$ cat config.mk
export PLATFORM = sky130hd
export DESIGN_NAME = hilo_bypass_file
export DESIGN_NICKNAME = d
export VERILOG_FILES = /design/src/rtl/hilo_bypass_file_pkg.sv /design/src/rtl/hilo_bypass_file_pend_tracker.sv /design/src/rtl/hilo_bypass_file.sv
export SDC_FILE = /design/constraint.sdc
export NUM_CORES = 1
export LEC_CHECK = 0
export CAP_MARGIN = 20
export CORE_ASPECT_RATIO = 1.75
export CORE_MARGIN = 5
export CORE_UTILIZATION = 40
export CTS_CLUSTER_SIZE = 10
export DETAILED_ROUTE_END_ITERATION = 10
export PLACE_DENSITY_LB_ADDON = 0.15
export SYNTH_ARGS = -nofsm -noshare
export SYNTH_HDL_FRONTEND = slang
export SYNTH_SLANG_ARGS = --single-unit
$ cat constraint.sdc
create_clock -name clk -period 3.2 [get_ports clk]
set_input_delay 0.64 -clock clk [delete_from_list [all_inputs] [get_ports clk]]
set_output_delay 0.64 -clock clk [all_outputs]
set_load 0.05 [all_outputs]
$ cat src/rtl/hilo_bypass_file_pkg.sv
// Shared constants and helpers for the HI/LO register file and its pending tracker.
// Also defines the forwarding-slice macro HILO_FWD_LSB used to index packed stage data.
`ifndef HILO_FWD_LSB
`define HILO_FWD_LSB(idx, width) ((idx) * (width))
`endif

package hilo_bypass_file_pkg;

    localparam int HILO_DATA_W = 32;

    // Largest count a PEND_W-bit pending counter may hold.
    function automatic int hilo_pend_max(input int w);
        return (1 << w) - 1;
    endfunction

endpackage

$ cat src/rtl/hilo_bypass_file_pend_tracker.sv
// Outstanding MDU operation counter with saturation, flush and a sticky protocol-error flag.
module hilo_pend_tracker
    import hilo_bypass_file_pkg::*;
#(
    parameter int PEND_W = 2
) (
    input  logic              clk,
    input  logic              rst,
    input  logic              mdu_start,
    input  logic              mdu_done,
    input  logic              flush,
    output logic [PEND_W-1:0] pend_cnt,
    output logic              pend_err
);

    localparam logic [PEND_W-1:0] CNT_MAX = PEND_W'(hilo_pend_max(PEND_W));

    logic [PEND_W-1:0] cnt_q, cnt_d;
    logic              err_q, err_d;

    always_comb begin
        cnt_d = cnt_q;
        err_d = err_q;
        if (flush) begin
            cnt_d = '0;
        end else if (mdu_start && !mdu_done) begin
            if (cnt_q == CNT_MAX) err_d = 1'b1;
            else                  cnt_d = cnt_q + PEND_W'(1);
        end else if (mdu_done && !mdu_start) begin
            if (cnt_q == '0) err_d = 1'b1;
            else             cnt_d = cnt_q - PEND_W'(1);
        end
    end

    always_ff @(posedge clk) begin
        if (rst) begin
            cnt_q <= '0;
            err_q <= 1'b0;
        end else begin
            cnt_q <= cnt_d;
            err_q <= err_d;
        end
    end

    assign pend_cnt = cnt_q;
    assign pend_err = err_q;

endmodule

$ cat src/rtl/hilo_bypass_file.sv
// HI/LO special-register file with priority forwarding and MDU stall generation.
// Optional HILO_ACC_EN adds MADD/MSUB-style accumulate on commit.
module hilo_bypass_file
    import hilo_bypass_file_pkg::*;
#(
    parameter int DATA_WIDTH = HILO_DATA_W,
    parameter int FWD_STAGES = 2,
    parameter int PEND_W     = 2
) (
    input  logic                             clk,
    input  logic                             rst,
    input  logic [FWD_STAGES-1:0]            fwd_hi_en,
    input  logic [FWD_STAGES-1:0]            fwd_lo_en,
    input  logic [FWD_STAGES*DATA_WIDTH-1:0] fwd_hi_data,
    input  logic [FWD_STAGES*DATA_WIDTH-1:0] fwd_lo_data,
    input  logic                             commit_hi_en,
    input  logic                             commit_lo_en,
    input  logic [DATA_WIDTH-1:0]            commit_hi_data,
    input  logic [DATA_WIDTH-1:0]            commit_lo_data,
`ifdef HILO_ACC_EN
    input  logic                             commit_acc,
    input  logic                             commit_sub,
`endif
    input  logic                             mdu_start,
    input  logic                             mdu_done,
    input  logic                             flush,
    input  logic                             rd_req,
    output logic [DATA_WIDTH-1:0]            hi_rdata,
    output logic [DATA_WIDTH-1:0]            lo_rdata,
    output logic                             stall_req,
    output logic                             pend_err
);

    logic [DATA_WIDTH-1:0] hi_q, hi_d, lo_q, lo_d;
    logic [DATA_WIDTH-1:0] hi_cval, lo_cval;
    logic [PEND_W-1:0]     pend_cnt;

`ifdef HILO_ACC_EN
    logic [2*DATA_WIDTH-1:0] acc_sum;

    // Carry/borrow crosses from LO into HI because the sum is one 2W-bit quantity.
    always_comb begin
        acc_sum = commit_sub ? ({hi_q, lo_q} - {commit_hi_data, commit_lo_data})
                             : ({hi_q, lo_q} + {commit_hi_data, commit_lo_data});
        if (commit_acc && commit_hi_en && commit_lo_en) begin
            {hi_cval, lo_cval} = acc_sum;
        end else begin
            hi_cval = commit_hi_data;
            lo_cval = commit_lo_data;
        end
    end
`else
    assign hi_cval = commit_hi_data;
    assign lo_cval = commit_lo_data;
`endif

    always_comb begin
        hi_d = commit_hi_en ? hi_cval : hi_q;
        lo_d = commit_lo_en ? lo_cval : lo_q;
    end

    always_ff @(posedge clk) begin
        if (rst) begin
            hi_q <= '0;
            lo_q <= '0;
        end else begin
            hi_q <= hi_d;
            lo_q <= lo_d;
        end
    end

    // Walk oldest to youngest so stage 0 is the last, and therefore winning, assignment.
    always_comb begin
        hi_rdata = commit_hi_en ? hi_cval : hi_q;
        lo_rdata = commit_lo_en ? lo_cval : lo_q;
        for (int i = FWD_STAGES - 1; i >= 0; i--) begin
            if (fwd_hi_en[i]) hi_rdata = fwd_hi_data[`HILO_FWD_LSB(i, DATA_WIDTH) +: DATA_WIDTH];
            if (fwd_lo_en[i]) lo_rdata = fwd_lo_data[`HILO_FWD_LSB(i, DATA_WIDTH) +: DATA_WIDTH];
        end
    end

    hilo_pend_tracker #(
        .PEND_W (PEND_W)
    ) u_pend (
        .clk       (clk),
        .rst       (rst),
        .mdu_start (mdu_start),
        .mdu_done  (mdu_done),
        .flush     (flush),
        .pend_cnt  (pend_cnt),
        .pend_err  (pend_err)
    );

    assign stall_req = rd_req && (pend_cnt != '0);

endmodule

After elaboration in Yosys (flattened, before gate mapping)
Cells that the tools add are included.
{"block": "word_totals", "regBits": 67, "in_bits": 204, "output_inout_bits": 66, "word_cells": 37}
{"block": "classes", "n_addsub": 2, "eq_ne": 4, "n_mux": 14, "n_bitwise": 1, "n_reduce_logical": 12}
{"cell": "$mux 32", "count": 6}
{"cell": "$mux 2", "count": 4}
{"cell": "$reduce_bool 2->1", "count": 3}
{"cell": "$mux 1", "count": 4}
{"cell": "$ne 2x2->1 const B", "count": 2}
{"cell": "$reduce_and 4->1", "count": 1}
{"cell": "$logic_and 1x1->1", "count": 3}
{"cell": "$reduce_and 3->1", "count": 1}
{"cell": "$add 2x1->2 const B", "count": 1}
{"cell": "$eq 2x2->1 const B", "count": 1}
{"cell": "$logic_not 1->1", "count": 2}
{"cell": "$logic_not 2->1", "count": 1}
{"cell": "$ne 2x1->1 const B", "count": 1}
{"cell": "$reduce_or 2->1", "count": 1}
{"cell": "$sub 2x1->2 const B", "count": 1}
{"cell": "$not 1->1", "count": 1}

Logic depth before layout (Yosys ltp)
{"block": "logic_depth", "ltp_word": 4, "mapped_depth": 5, "mapped_depth_nobuf": 5}

By module
From an unflattened synthesis, not the netlist that was laid out.
{"block": "unflattened", "hier_cells": 448, "hier_area_um2": 4141.5}
{"mod": "hilo_bypass_file", "instances": 1, "cells_each": 428, "area_per_inst_um2": 3961.3, "seq_area_each_um2": 1281.2}
{"mod": "hilo_pend_tracker", "instances": 1, "cells_each": 20, "area_per_inst_um2": 180.2, "seq_area_each_um2": 60.1}

Least setup slack after synthesis
No wires, ideal clock.
{"block": "synth_timing", "path_kind": "input to output", "startpoint": "input port commit_hi_en", "endpoint": "output port hi_rdata[0]", "t_arrival_ns": 2.125, "required_ns": 2.560, "path_slack_ns": 0.435, "stages": 4, "path_buffers": 1, "path_cell_list": "buf_6 mux2_2 mux2i_1 o21ai_0"}
{"block": "synth_via", "elab_chain_cells": 3}
{"element": "start, declared", "line": "hilo_bypass_file.sv:16", "rtl": "input logic commit_hi_en,"}
{"element": "$mux 32", "line": "hilo_bypass_file.sv:74", "rtl": "hi_rdata = commit_hi_en ? hi_cval : hi_q;"}
{"element": "$mux 32 (2 in a row)", "line": "hilo_bypass_file.sv:77", "rtl": "if (fwd_hi_en[i]) hi_rdata = fwd_hi_data[`HILO_FWD_LSB(i, DATA_WIDTH) +: DATA_WIDTH];"}
{"element": "end, declared", "line": "hilo_bypass_file.sv:28", "rtl": "output logic [DATA_WIDTH-1:0] hi_rdata,"}
Every way passes these cells.

Worst setup path after layout
{"block": "layout_timing", "startpoint": "input port commit_lo_en", "endpoint": "output port lo_rdata[14]"}
{"block": "layout_via", "elab_chain_cells": 3}
{"element": "start, declared", "line": "hilo_bypass_file.sv:17", "rtl": "input logic commit_lo_en,"}
{"element": "$mux 32", "line": "hilo_bypass_file.sv:75", "rtl": "lo_rdata = commit_lo_en ? lo_cval : lo_q;"}
{"element": "$mux 32 (2 in a row)", "line": "hilo_bypass_file.sv:78", "rtl": "if (fwd_lo_en[i]) lo_rdata = fwd_lo_data[`HILO_FWD_LSB(i, DATA_WIDTH) +: DATA_WIDTH];"}
{"element": "end, declared", "line": "hilo_bypass_file.sv:29", "rtl": "output logic [DATA_WIDTH-1:0] lo_rdata,"}
Every way passes these cells.

==> metrics.cfg <==
[logic_synthesis]
synth.largest_area_cell=dfxtp_1
synth.most_common_cell=dfxtp_1
synth.yosys.seq_area_share=0.3146
synth_common_cells=dfxtp_1, mux2i_1, nor2b_1, nand2_1
synth.distinct_cells=22
syn_inst=442
synth_top_area_frac=0.3146
synthesis.area_sq_um=4263
synth-seq-cells=67
synth_area_per_cell_sq_um=9.644
synthArstFlopShare=0
synth_nets=647
synthTopCellsByArea=dfxtp_1, mux2_4, mux2i_1
yosysWarningCount=0
synth_ff_type=dfxtp_1
synth_edf_count=0

[setup_path]
start_kind=input pin
arrival_ps=2070
rr_endpoint=u_pend.pend_cnt[0]
crit_type=in2out
ff2ff_path_depth=3
r2r_setup_slack_ps=2190
reg2reg_from=u_pend.pend_cnt[0]
critPathMaxFanout=21
worstPathRequired_ps=2560
end_kind=output pin

[timing]
setup_viol=0
relSlewSlack=0.5025
hold_violations=0
clock_skew_ps=2.658
drv_slew=0
maxClockFrequency_mhz=368.9
fin_crit_sh=0.8470
worst_slew_pin_slew_ps=746.2
tns_ps=0
period_minus_slack_ps=2710
setup_slack_ps=489.6
rsz0062_at_grt=no

[die]
pin_count=270
die_h_microns=146.6
die_area_sq_um=12900
initial_core_util=0.4032
core_area_sq_um=10570
die_x_microns=88.04
std_cell_rows=50

[global_route]
grtUsageMet1=0.2110
antenna_found_initial=0
grt_overflow_total=0
grt_use_met2=0.3875
busiest_layer=met2
grt_pass1_vias=4382
grt.total_usage=0.2132
grt_max_degree=41
grt_first_pass_wirelength_mm=21.47
met3_usage=0.07792

[placement]
hpwl_mm=11.18
place.gp.congestion=0.7856
place_ws_ps=479.4
port_buffers=269

[cts]
hold_buffers=0
numCtsBuffers=9
postCtsSetupBuffers=0
cts_max_level=3
clkLatencyLatePin_ps=330
clkTransAtPathRegs_ps=60
clock_sinks=67
cts_tree=yes
ctsResizeCount=0
clock-root-buffer=clkbuf_16
cts_buffer_depth=2

[final_layout]
diodes=0
seq_area_sq_um=1341
fill_cells=780
drive_above_1_share=0.2278
multiInputGateArea_sq_um=2649
num-nets-final=898
syn_to_final_growth_pct=83.53

[power_and_ir_drop]
power_density_nw_per_um2=405.7
finalPower_mw=3.174
ir_worst_vdd_mv=0.2625
power.static_leakage_nw=3.411

[min_path]
hold_path_class=reg2reg
worstHoldStart=u_pend.pend_err
hold_path_depth=2
holdPathEnd=u_pend.pend_err

[routing]
num_vias=4109
avgViaCountPerCell=4.963
drt_iter0_markers=111
drcViolationCount=0
final_antenna_net_count=0
dr.pass1.iters=4
wirelength_mm=13.98
avgRoutedWirePerCell_microns=16.88

[job]
max-cap-violations=0

[outcome]
outcome=finished, final reports clean

==> metal layers <==
metal | share of wire | wire (microns) | vias to the layer above
met5 | 0 | 0 | -
met4 | 0.031 | 431 | 0
met3 | 0.11 | 1561 | 31
met2 | 0.52 | 7227 | 205
met1 | 0.34 | 4758 | 1868
li1 | - | - | 2005
==> layout by cell type (no fill, tap or decap), types with 2 or more instances in the layout <==
| cell | count |
|---|---|
| mux2_4 | 60 |
| bufinv_16 | 2 |
| clkinvlp_4 | 3 |
| a211oi_1 | 2 |
| o21ai_0 | 8 |
| nand2_1 | 64 |
| mux2_2 | 4 |
| mux2i_1 | 65 |
| buf_12 | 63 |
| clkdlybuf4s50_1 | 198 |
| nor2_1 | 2 |
| buf_4 | 9 |
| inv_1 | 2 |
| nor2b_1 | 65 |
| clkbuf_16 | 9 |
| buf_2 | 7 |
| clkinv_2 | 2 |
| dfxtp_1 | 67 |
| o21ai_1 | 60 |
==> registers in the layout (all words and copies together), names as in the netlist <==
signal	cells
u_pend.pend_err	1
lo_q	32
u_pend.pend_cnt	2
hi_q	32
==> cell families (layout without fill, tap and decap cells) <==
kind of cell | Yosys count | after routing | synth area share
AOI/OAI and AO/OA | 72 | 72 | 0.08629
adders and majority gates | 1 | 1 | 0.002935
and+or+nand+nor | 134 | 134 | 0.1576
muxes | 129 | 129 | 0.3745
buffers and inverters | 39 | 295 | 0.06399
DFF | 67 | 67 | 0.3146
==> worst max-delay path, stage by stage <==
cell     delay [ps]
buf_2           360
buf_12          260
mux2_4          320
mux2i_1         180
o21ai_1         130
buf_12          170
==> final cells by class <==
type / count / area share
clock inverter: 7 / 0.01183
multi-input combinational: 336 / 0.3386
inverter: 2 / 0.0009595
tap: 130 / 0.02079
sequential: 67 / 0.1714
clock buffer: 9 / 0.02879
timing repair buffer: 277 / 0.4276
==> worst max-delay path by stage <==
| stage | startpoint | endpoint | slack [ps] | cells past startpoint |
|---|---|---|---|---|
| final | commit_lo_en | lo_rdata[14] | 490 | 6 |
| after global routing | commit_lo_en | lo_rdata[14] | 400 | 6 |
| after CTS | commit_lo_en | lo_rdata[14] | 470 | 6 |
| after detailed placement | commit_lo_en | lo_rdata[14] | 480 | 6 |
| after global placement | commit_lo_en | lo_rdata[14] | 480 | 6 |
| after floorplan | commit_hi_en | hi_rdata[0] | 430 | 4 |
==> report_power, final <==
part,internal (mW),switching (mW)
logic,0.672,0.555
registers,0.884,0.0146
clock network,0.678,0.371
==> per-stage QoR <==
step	util	cell area (sq um)	hold WS, ps	std cells
after floorplan	-	4263	493.5	442
after global placement	0.7099	7506	437.4	812
after detailed placement	0.7099	7506	441.2	812
after CTS	0.7400	7824	451.4	828
after global routing	0.7400	7824	494.5	828
final	0.7400	7824	448.2	828
Note: power is estimated with default switching activity, not from simulation.
==> edit, RTL diff (config.mk and constraints unchanged) <==
Make the reset (`rst`) asynchronous in 2 clocked blocks.
--- a/src/rtl/hilo_bypass_file_pend_tracker.sv
+++ b/src/rtl/hilo_bypass_file_pend_tracker.sv
@@ -34,3 +34,3 @@
 
-    always_ff @(posedge clk) begin
+    always_ff @(posedge clk or posedge rst) begin
         if (rst) begin
--- a/src/rtl/hilo_bypass_file.sv
+++ b/src/rtl/hilo_bypass_file.sv
@@ -61,3 +61,3 @@
 
-    always_ff @(posedge clk) begin
+    always_ff @(posedge clk or posedge rst) begin
         if (rst) begin
Formal check against the unedited RTL: differs if rst is asserted again (counterexample within 4 cycles, from zero or initial values and one cycle with rst high); with rst held inactive, the same outputs for 10 cycles.
==> edit against the original RTL <==
  * Sequential share of layout area up 5.9 points
  * Register-to-register slack worse by 300 ps
  * Final cell count down 7.9%
  * Global-route usage up 0.49 points
  * Routed wire length down 1.0%
  * Setup slack worse by 40 ps
  * Combinational power down 8%
  * Core utilization down 0.26 points
  * Total power down 5.4%
  * Area after synthesis down 5.7%
  * Sequential cell count unchanged
  * Cell area down 7.2%
  * Sequential power up 6.3%
  * Critical path type unchanged
  * Largest power group unchanged
==> edit: results (changes against the original RTL) <==
Outcome
  – Status: complete, no violations

Placed design
  – Gp weighted congestion: 0.8874 (+13%)
  – HPWL after DPL: 11330 um (+1.3%)
  – DP Worst Slack: 433.8 ps (-45.58 ps)
  – Area post-placement: 6983 um2 (-7.0%)
  – Post-Place Cells: 748 (-7.9%)
  – I/O Buffers: 269 (unchanged)

Power and ir drop
  – P_clk: 918 uW (-13%)
  – Combinational Power Share: 37.6% (-1.1 points)
  – Peak supply drop: 342.6 uV (+30%)
  – Comb pwr: 1.13 mW (-8%)
  – Internal: 2.084 mW (-6.7%)
  – Cell leakage power: 3.252 nW (-4.7%)

Worst setup path
  – Worst path top cell family by delay: buffers and inverters
  – Crit path DAT: 2110 ps (+40 ps)
  – Slowest CP cell: buf_2
  – Worst stage delay on the critical path: 390 ps (+30 ps)
  – CP Max Fanout: 17 (-19%)

Layout
  – Final instance area: 7263 um2 (-7.2%)
  – Layout cells sized above 1: 24.92% (+2.1 points)
  – Nets: 841 (-6.3%)
  – Fillers: 736 (-5.6%)
  – Final std cells w/o fill: 763 (-7.9%)

Global route
  – Initial antenna violation count: 0 (unchanged)
  – GR Util met3: 5.831% (-2.0 points)
  – Met1 Usage GRT: 22.32% (+1.2 points)
  – First-pass GRT wire length: 20600 um (-4.0%)
  – Pin count of the biggest net entering global routing: 65 (+59%)
  – GRT met2 Usage: 41.43% (+2.7 points)
  – Overall Global Routing Usage: 21.81% (+0.49 points)
  – Number of global-route vias before repair: 4075 (-7.0%)

Detailed routing
  – DRT iter0 DRCs: 104 (-6.3%)
  – Metal3 WL: 1067 um (-32%)
  – Router iterations before antenna repair: 4 (unchanged)
  – Met2 wire len: 7561 um (+4.6%)
  – Met1 wire length: 4812 um (+1.1%)
  – Via-to-Cell Ratio: 4.984 (+0.44%)
  – WL/cell: 18.14 um (+7.4%)

Synthesis
  – Yosys warns: 0 (unchanged)
  – Synth top cells by count: dfrtp_1 (67), nand2_1 (66), mux2i_1 (64), o21ai_0 (60), mux2_2 (42)
  – Mapped Cells: 377 (-15%)
  – Post-Synth XOR/XNOR Area: 0.2179% (+0.22 points)
  – Register area share after synthesis: 41.71% (+10 points)
  – Top FF cell, synth: dfrtp_1
  – Synthesized Nets: 584 (-9.7%)
  – Largest cells by area after synthesis: dfrtp_1 (42%), mux2i_1 (16%), mux2_2 (12%)
  – FFs w/ async S/R, synth: 100.0% (+100 points)
  – Synth Area in Compound Gates: 8.870% (+0.24 points)
  – Post-synth cell types: 23 (+4.5%)
  – Synth Area in Adders: 0.9337% (+0.64 points)
  – Mux share of post-synthesis cell area: 35.92% (-1.5 points)

Clock tree
  – Root buf cell: clkbuf_16
  – H-tree Lvls: 3 (unchanged)
  – Num CTS Buffers: 9 (unchanged)
  – Post-cts resize count: 0 (unchanged)

Timing
  – Slew @ Worst Pin: 906.7 ps (+160.5 ps)
  – Clock skew: 0.6780 ps (-1.980 ps)

Hold path
  – Hold/Removal Path Class: reg2reg
==> edit: cell types whose count changed after synthesis, sizes merged, moves of 6 or more <==
cell,change
dfxtp,-67
nor2b,-65
clkbuf,-6
dfrtp,+67
==> edit: final timing paths <==
check / startpoint / end / slack (ps) / cells after the start
setup / recovery: commit_lo_en / lo_rdata[28] / 450 / 6
hold / removal: lo_q[9] / lo_q[9] / 490 / 1
setup reg to reg: u_pend.pend_cnt[0] / u_pend.pend_cnt[1] / 1890 / 2
hold reg to reg: lo_q[9] / lo_q[9] / 490 / 1
max in group asynchronous: rst / hi_q[30] / 1820 / 3
min in group asynchronous: rst / lo_q[27] / 740 / 2
==> edit: area by class of cell <==
cell class	instances	area share (%)
clock buffers	13	3.721
clock inverters	2	0.1378
inverters	4	0.2067
multi-input cells	275	29.39
flip-flops and latches	67	23.08
well taps	125	2.153
repair buffers	277	41.31
